--- config.mk ---
export PLATFORM = sky130hd
export DESIGN_NAME = fifo_seq_ctrl
export DESIGN_NICKNAME = d
export VERILOG_FILES = /design/src/rtl/fifo_seq_ctrl_pkg.sv /design/src/rtl/fifo_seq_ctrl_flag_sync.sv /design/src/rtl/fifo_seq_ctrl.sv
export SDC_FILE = /design/constraint.sdc
export NUM_CORES = 1
export LEC_CHECK = 0
export CELL_PAD_IN_SITES_DETAIL_PLACEMENT = 2
export CELL_PAD_IN_SITES_GLOBAL_PLACEMENT = 2
export CORE_AREA = 2 2 110 112
export CTS_CLUSTER_SIZE = 14
export DETAILED_ROUTE_END_ITERATION = 16
export DIE_AREA = 0 0 112 114
export HOLD_SLACK_MARGIN = 0.02
export PLACE_DENSITY = 0.86
export SLEW_MARGIN = 40
export SYNTH_ARGS = -nofsm -noshare
export SYNTH_HDL_FRONTEND = slang
export SYNTH_SLANG_ARGS = --single-unit
--- constraint.sdc ---
create_clock -name sys_clk -period 5.6 [get_ports sys_clk]
set_input_delay 0.56 -clock sys_clk [delete_from_list [all_inputs] [get_ports sys_clk]]
set_output_delay 0.56 -clock sys_clk [all_outputs]
set_load 0.01 [all_outputs]
--- src/rtl/fifo_seq_ctrl_pkg.sv ---
// Shared definitions for the FIFO sequencer: state encodings, widths and helpers.
package fifo_seq_ctrl_pkg;

    localparam int ST_W  = 3;
    localparam int CNT_W = 16;

    localparam logic [ST_W-1:0] ST_IDLE     = 3'd0;
    localparam logic [ST_W-1:0] ST_FILL     = 3'd1;
    localparam logic [ST_W-1:0] ST_F_SETTLE = 3'd2;
    localparam logic [ST_W-1:0] ST_DRAIN    = 3'd3;
    localparam logic [ST_W-1:0] ST_D_SETTLE = 3'd4;
    localparam logic [ST_W-1:0] ST_DONE     = 3'd5;

    // Debug counters stick at all-ones rather than wrapping back to zero.
    function automatic logic [CNT_W-1:0] sat_inc(input logic [CNT_W-1:0] value);
        return (value == {CNT_W{1'b1}}) ? value : value + 1'b1;
    endfunction

endpackage

--- src/rtl/fifo_seq_ctrl_flag_sync.sv ---
// Shift-register synchronizer for one FIFO status flag.
module fifo_seq_ctrl_flag_sync #(
    parameter int STAGES = 3
) (
    input  logic sys_clk,
    input  logic sys_rst_n,
    input  logic flag_raw,
    output logic flag_syn
);

    logic [STAGES-1:0] shreg;

    always_ff @(posedge sys_clk) begin
        if (!sys_rst_n) begin
            shreg <= '0;
        end else begin
            shreg <= {shreg[STAGES-2:0], flag_raw};
        end
    end

    assign flag_syn = shreg[STAGES-1];

endmodule

--- src/rtl/fifo_seq_ctrl.sv ---
// Fill/drain sequencer for one FIFO: writes an incrementing pattern, reads it back
// and counts mismatches, for a configurable number of passes.
module fifo_seq_ctrl
    import fifo_seq_ctrl_pkg::*;
#(
    parameter int DATA_W      = 8,
    parameter int SYNC_STAGES = 3,
    parameter int SETTLE_CYC  = 10,
    parameter int PASSES      = 0
) (
    input  logic              sys_clk,
    input  logic              sys_rst_n,
    input  logic              start,
    output logic              fifo_wr_en,
    output logic [DATA_W-1:0] fifo_wr_data,
    input  logic              fifo_full,
    input  logic              almost_full,
    output logic              fifo_rd_en,
    input  logic [DATA_W-1:0] fifo_rd_data,
    input  logic              fifo_empty,
    input  logic              almost_empty,
    output logic              busy,
    output logic [ST_W-1:0]   state,
    output logic [CNT_W-1:0]  pass_cnt,
    output logic [CNT_W-1:0]  err_cnt
);

    logic              af_syn;
    logic              ae_syn;
    logic [DATA_W-1:0] wr_cnt;
    logic [DATA_W-1:0] exp_cnt;
    logic [CNT_W-1:0]  settle_cnt;
    logic [CNT_W-1:0]  pass_next;
    logic              settle_done;
    logic              rd_vld;
    logic              start_acc;

    fifo_seq_ctrl_flag_sync #(.STAGES(SYNC_STAGES)) u_af_sync (
        .sys_clk   (sys_clk),
        .sys_rst_n (sys_rst_n),
        .flag_raw  (almost_full),
        .flag_syn  (af_syn)
    );

    fifo_seq_ctrl_flag_sync #(.STAGES(SYNC_STAGES)) u_ae_sync (
        .sys_clk   (sys_clk),
        .sys_rst_n (sys_rst_n),
        .flag_raw  (almost_empty),
        .flag_syn  (ae_syn)
    );

    assign busy        = (state != ST_IDLE) && (state != ST_DONE);
    assign start_acc   = start && !busy;
    assign settle_done = (settle_cnt == CNT_W'(SETTLE_CYC - 1));
    assign pass_next   = pass_cnt + 1'b1;

    // Raw full/empty gates cover the cycles where the synchronized flags still lag.
    assign fifo_wr_en   = sys_rst_n && (state == ST_FILL)  && !af_syn && !fifo_full;
    assign fifo_rd_en   = sys_rst_n && (state == ST_DRAIN) && !ae_syn && !fifo_empty;
    assign fifo_wr_data = wr_cnt;

    always_ff @(posedge sys_clk) begin
        if (!sys_rst_n) begin
            state      <= ST_IDLE;
            settle_cnt <= '0;
            pass_cnt   <= '0;
        end else begin
            case (state)
                ST_IDLE, ST_DONE: begin
                    if (start) begin
                        state    <= ST_FILL;
                        pass_cnt <= '0;
                    end
                end
                ST_FILL: begin
                    if (af_syn) begin
                        state      <= ST_F_SETTLE;
                        settle_cnt <= '0;
                    end
                end
                ST_F_SETTLE: begin
                    if (settle_done) begin
                        state <= ST_DRAIN;
                    end else begin
                        settle_cnt <= settle_cnt + 1'b1;
                    end
                end
                ST_DRAIN: begin
                    if (ae_syn) begin
                        state      <= ST_D_SETTLE;
                        settle_cnt <= '0;
                    end
                end
                ST_D_SETTLE: begin
                    if (settle_done) begin
                        pass_cnt <= pass_next;
                        if ((PASSES != 0) && (pass_next == CNT_W'(PASSES))) begin
                            state <= ST_DONE;
                        end else begin
                            state <= ST_FILL;
                        end
                    end else begin
                        settle_cnt <= settle_cnt + 1'b1;
                    end
                end
                default: state <= ST_IDLE;
            endcase
        end
    end

    // Data counters survive start so leftover FIFO words stay in sequence across sessions.
    always_ff @(posedge sys_clk) begin
        if (!sys_rst_n) begin
            wr_cnt  <= '0;
            exp_cnt <= '0;
            rd_vld  <= 1'b0;
            err_cnt <= '0;
        end else begin
            rd_vld <= fifo_rd_en;
            if (fifo_wr_en) begin
                wr_cnt <= wr_cnt + 1'b1;
            end
            if (rd_vld) begin
                exp_cnt <= exp_cnt + 1'b1;
            end
            if (start_acc) begin
                err_cnt <= '0;
            end else if (rd_vld && (fifo_rd_data != exp_cnt)) begin
                err_cnt <= sat_inc(err_cnt);
            end
        end
    end

endmodule

; Yosys cells after proc, flatten, opt, wreduce, memory -nomap -nowiden
; Cells that the tools add are included.
[op_classes]
add_sub_neg = 5
mul = 0
div_mod_pow = 0
n_lt_le_gt_ge = 0
eq_ne = 15
shifts = 0
mux = 13
n_bitwise = 2
reduce_logical = 25
[op_table]
columns = op, n
row1 = two-way mux 16 bit, 5
row2 = "adder 16 x 1 -> 16 bit, second input constant", 3
row3 = case mux 16 bit (3 select lines), 1
row4 = case mux 16 bit (2 select lines), 1
row5 = "adder 8 x 1 -> 8 bit, second input constant", 2
row6 = "equality test 16 bit, second input constant", 1
row7 = "equality test 16 x 4 -> 1 bit, second input constant", 1
row8 = two-way mux 3 bit, 5
row9 = case mux 3 bit (5 select lines), 1
row10 = logical AND 1 bit, 9
row11 = "inequality test 2 bit, second input constant", 4
row12 = inequality test 8 bit, 1
row13 = "equality test 3 x 2 -> 1 bit, second input constant", 2
row14 = "equality test 3 bit, second input constant", 2
row15 = nonzero test 3 bit, 2
row16 = OR reduction 2 bit, 3
row17 = logical NOT 1 bit, 5
row18 = AND reduction 5 bit, 1
row19 = "inequality test 2 x 1 -> 1 bit, second input constant", 2
row20 = AND reduction 4 bit, 1
row21 = "equality test 3 x 1 -> 1 bit, second input constant", 1
row22 = logical NOT 3 bit, 1
row23 = "inequality test 3 bit, second input constant", 1
row24 = AND reduction 3 bit, 1
row25 = other kinds (3), 4
[word_totals]
regBits = 74
latch_bits = 0
ram_bits = 0
rom_bits = 0
input_bits = 15
out_inout_bits = 46
wordCells = 69
mem_count = 0

; Longest topological paths before layout
; Gate-level depths: netlist (run 1).
[logic_depth]
depth_word = 5
mapped_depth = 8
depth_no_buf = 7

; Hierarchy
; Synthesis (run 1) repeated with hierarchy kept, for this count alone.
[unflattened]
hier_cells = 456
hier_area_um2 = 3758.6
[modules_own_cells]
columns = mod, instances, cells_per_inst, area_each_um2, seq_area_each_um2
row1 = fifo_seq_ctrl, 1, 444, 3601.0, 1361.3
row2 = fifo_seq_ctrl_flag_sync, 2, 6, 78.8, 60.1

; Worst setup path before layout (run 1)
; OpenSTA, ideal clock, no wires.
[synth_path]
kind = input -> register
start = in sys_rst_n
end = reg wr_cnt[7], in the netlist fifo_wr_data[7]
setup_time_ps = 59
t_arrival_ps = 2010
t_required_ps = 5541
path_slack_ps = 3531
cell_stages = 6
path_buffers = 1
path_cell_list = buf_2 nand3b_1 nor4_4 nand4_1 or4_1 nand2_1
[synth_via]
elab_chain_cells = 3
[synth_lines]
columns = element, line
row1 = "start, declared", fifo_seq_ctrl.sv:12  ; input logic sys_rst_n,
row2 = logical AND 1 bit (3 in series), fifo_seq_ctrl.sv:58  ; assign fifo_wr_en = sys_rst_n && (state == ST_FILL) && !af_syn && !fifo_full;
row3 = via fifo_wr_en, fifo_seq_ctrl.sv:14  ; output logic fifo_wr_en,
row4 = "end signal, assigned", fifo_seq_ctrl.sv:121  ; wr_cnt <= wr_cnt + 1'b1;
row5 = "end, declared", fifo_seq_ctrl.sv:30  ; logic [DATA_W-1:0] wr_cnt;
; The timed path passes the listed nets, and every way through them passes these cells.
; A chain may end at the register's enable or synchronous reset.

; Final worst setup path (run 1)
[layout_path]
start = in sys_rst_n
end = out fifo_wr_en
[layout_via]
elab_chain_cells = 3
[layout_lines]
columns = element, line
row1 = logical AND 1 bit (3 in series), fifo_seq_ctrl.sv:58
row2 = "end, declared", fifo_seq_ctrl.sv:14
; No other way between the ends.

==> flow_summary.ini, run 1 <==
[floorplanning]
fp-row-count = 40
core_um2 = 11700
initial_core_util = 0.329
io_pins = 61
die_y_um = 114
fp.dieArea_um2 = 12800
die_w_um = 112

[global_route]
grt_overflow_total = 0
grt_pass1_vias = 4313
antenna_found_initial = 0
grt_first_pass_wirelength_um = 21600
groute.usage.overall = 0.210
grt_max_degree = 46

[clock_network]
cts_htree_levels = 3
cts.sinks = 74
cts_buffers = 9
clockBufferDepth = 2
cts_tree = done
post_cts_resized = 0
post_cts_buffers = 0
insertion_delay_ps = 350
root_buffer = clkbuf_16
clkSlewWorstSetupHoldPaths_ps = 60
postCtsHoldBufs = 0

[detailed_routing]
routed_wl_um = 13000
detail-route-antenna-nets = 0
drc = 0
drt_iter0_drc = 142
vias = 3918
wl_per_cell_um = 19.5
vias_per_cell = 5.87
dr.pass1.iters = 4

[min_path]
whs_path_depth = 1
min_path_type = reg -> reg

[timing]
setup_slack_ps = 2240
tightest_slew_ps = 748
max_freq_ghz = 0.297
final-setup-viol-count = 0
relSlewSlack = 0.498
period_share = 0.601
rsz0062_at_grt = false
fin_skew_ps = 6.14
finalHoldViolations = 0
totalNegativeSetupSlack_ps = 0
post-route-min-period_ps = 3360
hold_ws_ps = 442
slew_viol_final = 0

[synth]
synth_cell_types = 58
synth_flop_cell = dfxtp_1
synth_edf_count = 0
yosys-top-cells-count = dfxtp_1, a21oi_1, nand2_1, nor2_1, o21ai_0
yosysMostFrequentCell = dfxtp_1
syn_area_per_cell_um2 = 8.23
synthTopCellsByArea = dfxtp_1, a21oi_1, nand4_1, nand2_1, o21ai_0
syn_inst = 468
synth_nets = 489
ys_ff_latch = 74
synth_top_area_frac = 0.385
synth_largest_area_cell = dfxtp_1
yosysWarningCount = 0
synth_seq_area_share = 0.385
synth_area_um2 = 3850
synthArstFlopShare = 0

[critical_path]
cp-start-kind = input pin
worst-path-max-fanout = 18
cp-end-kind = primary output
cp.required_ps = 5040
rr_worst_depth = 6
arrival_ps = 2800
crit_type = in -> out

[placement]
gp_congestion = 0.777
placed_cells = 651
place_ws_ps = 2220
hpwl_um = 8980
numPortBuffers = 60

[power]
pwr_density_cell_nw_per_um2 = 242
p_clk_frac = 0.498
seqPwrFrac = 0.457
p_leak_nw = 1.53
internal_power_uw = 896
combPwrFrac = 0.045
irDropWorstVdd_mv = 0.122
switchingPower_uw = 273
swShare = 0.234

[layout]
n_fill_cell = 1356
drive_gt1_frac = 0.0654
nets = 536
multi_input_area_um2 = 2220
areaGrowthSynthToFinish_pct = 25.5
seqCellArea_um2 = 1480
stdcell_count = 667
diodes = 0

[job]
drv_cap = 0

[status]
status = completed
## area by class of cell
class	count	area share
Multi-Input combinational cell	357	0.458
Sequential cell	74	0.306
Clock inverter	7	0.0145
Tap cell	147	0.0380
Clock buffer	9	0.0466
Inverter	11	0.00880
Timing Repair Buffer	62	0.127
## critical path, stage by stage
cell and delay [ps]:
clkdlybuf4s50_1 880, nand3b_1 270, nor4_4 440, clkdlybuf4s50_1 640
## registers in the layout, summed over array words and instances, names as in the netlist
| signal | cells |
|---|---|
| err_cnt | 16 |
| pass_cnt | 16 |
| settle_cnt | 16 |
| exp_cnt | 8 |
| fifo_wr_data | 8 |
| state | 3 |
| u_ae_sync.shreg | 3 |
| u_af_sync.shreg | 3 |
| rd_vld | 1 |
## layout by cell type (no fill, tap or decap), types with 10 or more instances in the layout
| master | synthesis | layout |
|---|---|---|
| dfxtp_1 | 74 | 74 |
| nand4_1 | 23 | 23 |
| o21ai_0 | 27 | 27 |
| nor3_1 | 14 | 14 |
| nor2_1 | 30 | 30 |
| nand3_1 | 17 | 17 |
| clkdlybuf4s50_1 | 0 | 60 |
| and2_1 | 10 | 10 |
| a21oi_1 | 48 | 48 |
| and3_1 | 12 | 12 |
| nand2_1 | 37 | 37 |
| inv_1 | 10 | 10 |
| or3_1 | 14 | 14 |
| xnor2_1 | 10 | 10 |
## power groups by stage
stage / Sequential, mW / Clock [mW] / Combinational, mW
floorplan: 0.545 / 0 / 0.0283
global placement: 0.546 / 0 / 0.0508
detailed placement: 0.547 / 0 / 0.0531
CTS: 0.535 / 0.597 / 0.0535
global route: 0.536 / 0.619 / 0.0577
finish: 0.535 / 0.582 / 0.0527
## metrics by stage
| stage | instance area [µm²] | util | power, mW |
|---|---|---|---|
| 2_1_floorplan | 3850 | - | 0.573 |
| 3_3_place_gp | 4530 | 0.387 | 0.597 |
| 3_5_place_dp | 4530 | 0.387 | 0.600 |
| 4_1_cts | 4830 | 0.412 | 1.19 |
| 5_1_grt | 4830 | 0.413 | 1.21 |
| 6_report | 4830 | 0.413 | 1.17 |
## cells by family (layout without fill, tap and decap cells)
logic type / count (synthesis) / in the layout / share of synthesized area
AO/OA/AOI/OAI: 123 / 123 / 0.193
flip-flops: 74 / 74 / 0.385
multiplexers: 4 / 4 / 0.0107
buffers and inverters: 37 / 89 / 0.0416
XOR/XNOR: 19 / 19 / 0.0432
adder cells (fa/ha/maj): 6 / 6 / 0.0195
AND/OR/NAND/NOR: 205 / 205 / 0.307
## per-layer routing
metal  GRT usage  routed length [µm]  vias to the layer above
li1            -                   -                     1858
met1       0.253                5660                     1977
met2       0.373                6750                       66
met3      0.0404                 367                       17
met4      0.0756                 198                        0
met5           0                   0                        -
## worst paths after layout
kind	from	endpoint	slack, ps
worst min register to register	u_ae_sync.shreg[0]	u_ae_sync.shreg[1]	440
worst max register to register	settle_cnt[0]	settle_cnt[13]	2970
worst max-delay path	sys_rst_n	fifo_wr_en	2240
worst min-delay path	u_ae_sync.shreg[0]	u_ae_sync.shreg[1]	440
No activity file was read; power rests on OpenSTA's default activity.
==> run 2, diff against run 1 <==
--- a/config.mk
+++ b/config.mk
@@ -7,12 +7,12 @@
 export LEC_CHECK = 0
 export CELL_PAD_IN_SITES_DETAIL_PLACEMENT = 2
 export CELL_PAD_IN_SITES_GLOBAL_PLACEMENT = 2
-export CORE_AREA = 2 2 110 112
+export CORE_AREA = 2 2 113 115
 export CTS_CLUSTER_SIZE = 14
 export DETAILED_ROUTE_END_ITERATION = 16
-export DIE_AREA = 0 0 112 114
+export DIE_AREA = 0 0 115 117
 export HOLD_SLACK_MARGIN = 0.02
-export PLACE_DENSITY = 0.86
+export PLACE_DENSITY = 0.82
 export SLEW_MARGIN = 40
 export SYNTH_ARGS = -nofsm -noshare
 export SYNTH_HDL_FRONTEND = slang
==> constraint.sdc (replaced) <==
create_clock -name sys_clk -period 3.17 [get_ports sys_clk]
set_input_delay 0.317 -clock sys_clk [delete_from_list [all_inputs] [get_ports sys_clk]]
set_output_delay 0.317 -clock sys_clk [all_outputs]
set_load 0.01 [all_outputs]
==> run 2 against run 1 <==
Compared with the run above: utilization fell by 2.0 points; via count decreased by 2.3%; combinational power increased by 78%; final cell count up 1.0%; sequential power up 77%; worst hold slack worse by 1.3 ps; register-to-register slack worse by 2200 ps; highest routed layer unchanged; clock power increased by 66%; die area up 5.4%; critical path depth decreased by 1.
==> flow_summary.ini, run 2 (same netlist as run 1, synthesis figures left out) <==
[timing]
finalHoldViolations = 0
period_share = 0.806
tightest_slew_ps = 716
hold_ws_ps = 441
max_freq_ghz = 0.392
relSlewSlack = 0.520
final-setup-viol-count = 0
post-route-min-period_ps = 2550
fin_skew_ps = 6.57
rsz0062_at_grt = false
slew_viol_final = 0
totalNegativeSetupSlack_ps = 0

[floorplanning]
initial_core_util = 0.313
core_um2 = 12300
die_w_um = 115
die_y_um = 117
fp.dieArea_um2 = 13500
fp-row-count = 41
io_pins = 61

[placement]
place_area_um2 = 4570
numPortBuffers = 60
gp_congestion = 0.768
hpwl_um = 8750
placed_cells = 658

[clock_network]
post_cts_buffers = 0
cts_tree = done
insertion_delay_ps = 350
clockBufferDepth = 2
cts_buffers = 9
cts.sinks = 74
root_buffer = clkbuf_16
postCtsHoldBufs = 0
post_cts_resized = 0
clkSlewWorstSetupHoldPaths_ps = 60
cts_htree_levels = 3

[global_route]
grt_max_degree = 29
grt_pass1_vias = 4106
groute.usage.overall = 0.198
grt_overflow_total = 0
antenna_found_initial = 0
grt_first_pass_wirelength_um = 21000

[critical_path]
reg2reg_to = err_cnt[9]
reg2reg_from = state[1]
rr_worst_depth = 5
r2r_setup_slack_ps = 760
cp-end-kind = primary output
cp-start-kind = register
cp.required_ps = 2850
worst-path-max-fanout = 13
cp_slowest_cell = clkdlybuf4s50_1
slowest_delay_ps = 640
arrival_ps = 2240
crit_start = state[0]
crit_type = reg -> out
crit_chain = nand3b_1 -> nor4_4 -> clkdlybuf4s50_1

[detailed_routing]
routed_wl_um = 12500
drt_iter0_drc = 115
wl_per_cell_um = 18.6
dr.pass1.iters = 4
drc = 0
vias = 3826
detail-route-antenna-nets = 0
vias_per_cell = 5.68

[layout]
diodes = 0
design_area_um2 = 4840
stdcell_count = 674
layout_commonest_cell = dfxtp_1
n_fill_cell = 1389
reg.largest.list = err_cnt: 16 flops, pass_cnt: 16 flops, settle_cnt: 16 flops
areaGrowthSynthToFinish_pct = 25.7
layout_common_cells = dfxtp_1, clkdlybuf4s50_1, a21oi_1, nand2_1, nor2_1
drive_gt1_frac = 0.0668
nets = 540

[status]
status = completed

[power]
irDropWorstVdd_mv = 0.182
pwr_density_cell_nw_per_um2 = 414
p_leak_nw = 1.53

[min_path]
min_from = u_af_sync.shreg[1]
whs_path_depth = 1
min_path_type = reg -> reg
hold_end = u_af_sync.shreg[2]

[job]
drv_cap = 0
## run 2: changes by cell type in the layout (fill, tap and decap cells not counted), sizes merged
cell,previous run,this run
buf,2,6
bufinv,1,0
clkbuf,9,12
clkinv,6,1
clkinvlp,1,3
inv,10,11
## run 2: power by group
part / internal (mW) / switching, mW
Sequential: 0.936 / 0.00926
Combinational: 0.0413 / 0.0525
Clock: 0.550 / 0.416
Total: 1.53 / 0.478
## run 2: worst max-delay path by stage
stage | to | slack [ps] | cells after the start
4_1_cts | fifo_wr_en | 590 | 3
3_5_place_dp | err_cnt[9] | 770 | 5
6_report | fifo_wr_en | 620 | 3
5_1_grt | fifo_wr_en | 430 | 3
2_1_floorplan | err_cnt[13] | 1270 | 6
3_3_place_gp | fifo_wr_en | 840 | 4
## run 2: through the flow
step | worst slack [ps] | util | total power [mW]
6_report | 616 | 0.393 | 2.01
4_1_cts | 588 | 0.393 | 2.04
3_5_place_dp | 767 | 0.371 | 1.06
5_1_grt | 429 | 0.393 | 2.09
3_3_place_gp | 844 | 0.371 | 1.06
2_1_floorplan | 1270 | - | 1.01
## run 2: critical path, delay by kind of cell (launching register included)
kind,cells,cell delay [ps]
and+or+nand+nor,2,670
buffers and inverters,1,640
DFF,1,580
## run 2: area by class of cell
class,instances,area (µm²),area share
clock inverter,4,27.5,0.00569
multi-input combinational,357,2210,0.457
clock buffer,12,246,0.0509
inverter,11,41.3,0.00853
timing repair buffer,66,646,0.133
tap,150,188,0.0388
sequential,74,1480,0.306
## run 2: metal layers
metal,track usage,routed length (µm),up-vias
met5,0,0,-
met4,0.0570,139,0
met3,0.0469,381,11
met2,0.348,6390,54
met1,0.241,5610,1898
li1,-,-,1863
==> run 3, diff against run 2 <==
--- a/config.mk
+++ b/config.mk
@@ -7,12 +7,12 @@
 export LEC_CHECK = 0
 export CELL_PAD_IN_SITES_DETAIL_PLACEMENT = 2
 export CELL_PAD_IN_SITES_GLOBAL_PLACEMENT = 2
-export CORE_AREA = 2 2 113 115
+export CORE_AREA = 2 2 119 121
 export CTS_CLUSTER_SIZE = 14
 export DETAILED_ROUTE_END_ITERATION = 16
-export DIE_AREA = 0 0 115 117
+export DIE_AREA = 0 0 121 123
 export HOLD_SLACK_MARGIN = 0.02
-export PLACE_DENSITY = 0.82
+export PLACE_DENSITY = 0.78
 export SLEW_MARGIN = 40
 export SYNTH_ARGS = -nofsm -noshare
 export SYNTH_HDL_FRONTEND = slang
==> constraint.sdc (replaced) <==
create_clock -name sys_clk -period 2.3 [get_ports sys_clk]
set_input_delay 0.23 -clock sys_clk [delete_from_list [all_inputs] [get_ports sys_clk]]
set_output_delay 0.23 -clock sys_clk [all_outputs]
set_load 0.01 [all_outputs]
==> run 3 against run 2 <==
Compared with the run above: register-to-register slack worse by 570 ps; via count up 3.2%; non-clock buffer count up 22; clock power up 39%; die area up 11%; combinational power up 59%; routed wire length up 2.1%; clock skew about the same; sequential power up 38%; global-route usage down 1.6 points; critical endpoint unchanged; largest power group unchanged.
==> flow_summary.ini, run 3 (same netlist as run 1, synthesis figures left out) <==
[timing]
rsz0062_at_grt = false
setup_slack_ps = 158
post-route-min-period_ps = 2140
tightest_slew_ps = 473
finalHoldViolations = 0
final-setup-viol-count = 0
fin_skew_ps = 6.45
totalNegativeSetupSlack_ps = 0
max_freq_ghz = 0.467
period_share = 0.931
slew_viol_final = 0
relSlewSlack = 0.684

[placement]
hpwl_um = 9290
numPortBuffers = 60
gp_congestion = 0.833
placed_cells = 709
place_ws_ps = 126

[critical_path]
cp-end-kind = primary output
reg2reg_from = state[1]
worst-path-max-fanout = 12
r2r_setup_slack_ps = 190
cp.required_ps = 2070
arrival_ps = 1910
rr_worst_depth = 6
endpoint = fifo_wr_en
crit_type = reg -> out
cp-start-kind = register
reg2reg_to = settle_cnt[9]
crit_start = state[2]

[clock_network]
clockBufferDepth = 2
root_buffer = clkbuf_16
cts_buffers = 9
cts_htree_levels = 3
cts_tree = done
clkSlewWorstSetupHoldPaths_ps = 60
insertion_delay_ps = 340
cts.sinks = 74

[job]
drv_cap = 0

[power]
total_power_mw = 2.79
pwr_density_cell_nw_per_um2 = 550
irDropWorstVdd_mv = 0.255
p_leak_nw = 1.67

[detailed_routing]
wl_per_cell_um = 17.7
dr.pass1.iters = 4
detail-route-antenna-nets = 0
drc = 0
routed_wl_um = 12800
drt_iter0_drc = 121
vias = 3950
vias_per_cell = 5.46

[layout]
reg.largest.list = err_cnt: 16 flops, pass_cnt: 16 flops, settle_cnt: 16 flops
areaGrowthSynthToFinish_pct = 31.8
final_util = 0.373
layout_common_cells = dfxtp_1, clkdlybuf4s50_1, a21oi_1, nand2_1, nor2_1
layout_commonest_cell = dfxtp_1
drive_gt1_frac = 0.108
diodes = 0
nets = 562
n_fill_cell = 1545
stdcell_count = 724

[global_route]
grt_first_pass_wirelength_um = 21600
groute.usage.overall = 0.182
grt_pass1_vias = 4232
grt_max_degree = 30
grt_overflow_total = 0
antenna_found_initial = 0

[status]
status = completed

[floorplanning]
fp.dieArea_um2 = 14900
die_w_um = 121
initial_core_util = 0.283
die_y_um = 123
io_pins = 61
core_um2 = 13600
fp-row-count = 43

[min_path]
min_path_type = reg -> reg
==> run 3: changes by cell type in the layout (fill, tap and decap cells not counted), moves of 2 or more <==
cell / before / now
buf_4: 6 / 28
clkinvlp_4: 3 / 1
clkbuf_1: 2 / 0
nor4_1: 6 / 4
clkbuf_8: 1 / 3
==> run 3: report_power, final <==
group | internal, mW | switching (mW) | leakage (nW) | total, mW
clock network | 0.804 | 0.537 | 0.137 | 1.34
logic | 0.0673 | 0.0819 | 0.934 | 0.149
registers | 1.29 | 0.00884 | 0.597 | 1.30
==> run 3: cell type report <==
class	instances	area (µm²)	area share
flip-flops and latches	74	1480	0.292
repair buffers	88	810	0.160
well taps	180	225	0.0444
clock buffers	12	267	0.0525
inverters	11	41.3	0.00814
multi-input cells	357	2240	0.441
clock inverters	2	12.5	0.00247
==> run 3: layer usage <==
metal	vias up	track usage	part of all wire
li1	1902	-	-
met1	1978	0.219	0.45
met2	56	0.330	0.52
met3	14	0.0281	0.023
met4	0	0.0610	0.014
met5	-	0	0
==> run 3: worst min-delay path by stage <==
stage,to,slack [ps],startpoint,cells after the start
floorplan,rd_vld,310,fifo_empty,1
global placement,u_ae_sync.shreg[2],410,u_ae_sync.shreg[1],1
detailed placement,u_ae_sync.shreg[1],420,u_ae_sync.shreg[0],1
CTS,u_ae_sync.shreg[2],440,u_ae_sync.shreg[1],1
global route,u_ae_sync.shreg[1],450,u_ae_sync.shreg[0],1
finish,u_ae_sync.shreg[1],440,u_ae_sync.shreg[0],1
==> run 3: through the flow <==
step           cell area [µm²]  hold WS, ps
4_1_cts                   5050          440
6_report                  5070          435
2_1_floorplan             3850          307
5_1_grt                   5070          453
3_5_place_dp              4760          424
3_3_place_gp              4760          414
==> run 3: worst max-delay path: stages (launching register included) <==
cell	delay, ps
dfxtp_1	440
nand3b_1	280
nor4_4	250
clkdlybuf4s50_1	600
==> run 3: repair_timing <==
item	CTS	global route
setup buffers	0	1
resized for setup	3	2
hold buffers	0	0
setup endpoints to repair	1	11
hold endpoints to repair	0	0
cloned	0	0
==> variant, RTL diff (config.mk and constraints of run 3) <==
Put one more register stage on the output `err_cnt`, cleared by the reset. The value now appears one clock later. The other outputs are not delayed to match.
--- a/src/rtl/fifo_seq_ctrl.sv
+++ b/src/rtl/fifo_seq_ctrl.sv
@@ -26,2 +26,4 @@
 );
+
+    logic [CNT_W-1:0] err_cnt_s0;
 
@@ -116,3 +118,3 @@
             rd_vld  <= 1'b0;
-            err_cnt <= '0;
+            err_cnt_s0 <= '0;
         end else begin
@@ -126,6 +128,14 @@
             if (start_acc) begin
-                err_cnt <= '0;
+                err_cnt_s0 <= '0;
             end else if (rd_vld && (fifo_rd_data != exp_cnt)) begin
-                err_cnt <= sat_inc(err_cnt);
+                err_cnt_s0 <= sat_inc(err_cnt_s0);
             end
+        end
+    end
+
+    always_ff @(posedge sys_clk) begin
+        if (!sys_rst_n) begin
+            err_cnt <= '0;
+        end else begin
+            err_cnt <= err_cnt_s0;
         end
Formal check against the unedited RTL: same outputs for any inputs over 10 cycles, from zero or initial values and one cycle with sys_rst_n low; that may be too few to reach the edited logic, so the function may still have changed.
==> variant against run 3 <==
Wire length increased by 2.5%. Count of clock-buffer cells in the layout is 2 lower. Total power is 18% higher. Synthesized area up 11%. Non-clock buffer count is 7 lower. Highest routed layer unchanged. Setup slack lost 26 ps. Maximum frequency is 1.2% lower. Design area increased by 7.1%. Global-route usage rose by 0.15 points. Sequential cell count up 16. Sequential power is 22% higher.
==> variant: results (changes against run 3) <==
Worst setup path
  – Worst path slowest cell: clkdlybuf4s50_1 (unchanged)
  – Crit-path max cell delay: 540 ps (was 600 ps)
  – Critical-path maximum fanout: 9 (was 12)
  – Critical path arrival: 1940 ps (was 1910 ps)

Synthesis
  – Cells after synthesis: 492 (was 468)
  – Top cell type's share of synthesized area: 42.3% (was 38.5%)
  – Synth top cells by count: dfxtp_1, a21oi_1, nand2_1 (unchanged)
  – Area contributors post-synth: dfxtp_1, a21oi_1, and2_1 (was dfxtp_1, a21oi_1, nand4_1)
  – Synthesized-area fraction occupied by adder cells: 2.00% (was 1.95%)
  – Main synth FF type: dfxtp_1 (unchanged)
  – Count of cell types in the netlist: 62 (was 58)
  – Syn Nets: 513 (was 489)
  – Compound-gate portion of the synthesized area: 18.2% (was 19.3%)
  – Ys async rst share: 0% (unchanged)
  – Multiplexer area fraction after synthesis: 0.705% (was 1.07%)
  – Yosys warns: 0 (unchanged)
  – Xor-xnor portion of the synthesized cell area: 3.91% (was 4.32%)
  – Post-synthesis sequential area ratio: 42.3% (was 38.5%)

Cells and area
  – Fin nets: 579 (was 562)
  – Share of cells above drive strength 1: 9.24% (was 10.8%)
  – Filler-free cell count of the finished design: 743 (was 724)

Routing
  – Metal3 WL: 432 um (was 297 um)
  – Met1 wire length: 6100 um (was 5690 um)
  – Initial DRC Count: 199 (was 121)
  – Top Metal Used: met4 (unchanged)
  – WL/cell: 17.6 um (was 17.7 um)
  – Vias: 3981 (was 3950)
  – DR WL met2: 6400 um (was 6610 um)

CTS
  – CTS H-tree depth: 3 (unchanged)
  – TritonCTS buffer count: 9 (unchanged)
  – CTS max path bufs: 2 (unchanged)
  – Later-pin clock latency in the skew report: ~350 ps
  – Root buffer selected by CTS: clkbuf_16 (unchanged)
  – Clock transition at path regs: roughly 70 ps
  – CTS-repair resized insts: 2 (was 3)
  – # Post-CTS Setup Buffers: 0 (unchanged)

Placed design
  – Placed Cells incl. Taps: 727 (was 709)
  – Port Buffers: 60 (unchanged)
  – Dpl ws: 238 ps (was 126 ps)
  – HPWL Detailed: 9370 um (was 9290 um)
  – Placed cell areas: 0.00512 mm2 (was 0.00476 mm2)
  – Placer Congestion: 0.801 (was 0.833)

Pwr
  – Sw Pwr: 775 uW (was 628 uW)
  – P_leak: 1.84 nW (was 1.67 nW)
  – Pwr dens: 608 mW/mm2 (was 550 mW/mm2)
  – Seq. pwr: 1.58 mW (was 1.30 mW)
  – Clk pwr share: 46.9% (was 48.1%)
  – VDD IR max: 0.000330 V (was 0.000255 V)

GRT
  – First-pass GRT wire length: 21900 um (was 21600 um)
  – Met3 usage: 3.55% (was 2.81%)
  – Met2 Use GR: 31.5% (was 33.0%)
  – Largest net degree at the start of global routing: 41 (was 30)
  – Vias in the first global route: 4263 (was 4232)
  – GRT Total Usage: 18.4% (was 18.2%)
  – Initial antenna violation count: 0 (unchanged)
  – GR Layer Usage met1: 23.3% (was 21.9%)

Outcome
  – Status: finished, final reports clean (unchanged)

STA
  – Clock Skews: 8.27 ps (was 6.45 ps)
  – Slew @ Worst Pin: 561 ps (was 473 ps)
## variant: changes by cell type in the layout (fill, tap and decap cells not counted), sizes merged, moves of 6 or more
| cell | run 3 | this run |
|---|---|---|
| a21oi | 48 | 41 |
| and2 | 10 | 30 |
| buf | 28 | 21 |
| dfxtp | 74 | 90 |
| nand4 | 24 | 17 |
| o31ai | 5 | 11 |
## variant: path summary, 6_finish.rpt
kind                                          from                  to  slack, ps  depth (start not counted)
worst max-delay path                      state[2]          fifo_wr_en        130                          4
worst min-delay path            u_af_sync.shreg[1]  u_af_sync.shreg[2]        440                          1
worst max register to register       err_cnt_s0[0]       err_cnt_s0[6]        240                          6
worst min register to register  u_af_sync.shreg[1]  u_af_sync.shreg[2]        440                          1
## variant: layout make-up
cell class / instances / area (um2)
clock buffers: 10 / 239
clock inverters: 6 / 73.8
fillers: 1497 / 8180
inverters: 11 / 41.3
multi-input cells: 365 / 2300
flip-flops and latches: 90 / 1800
well taps: 180 / 225
repair buffers: 81 / 757
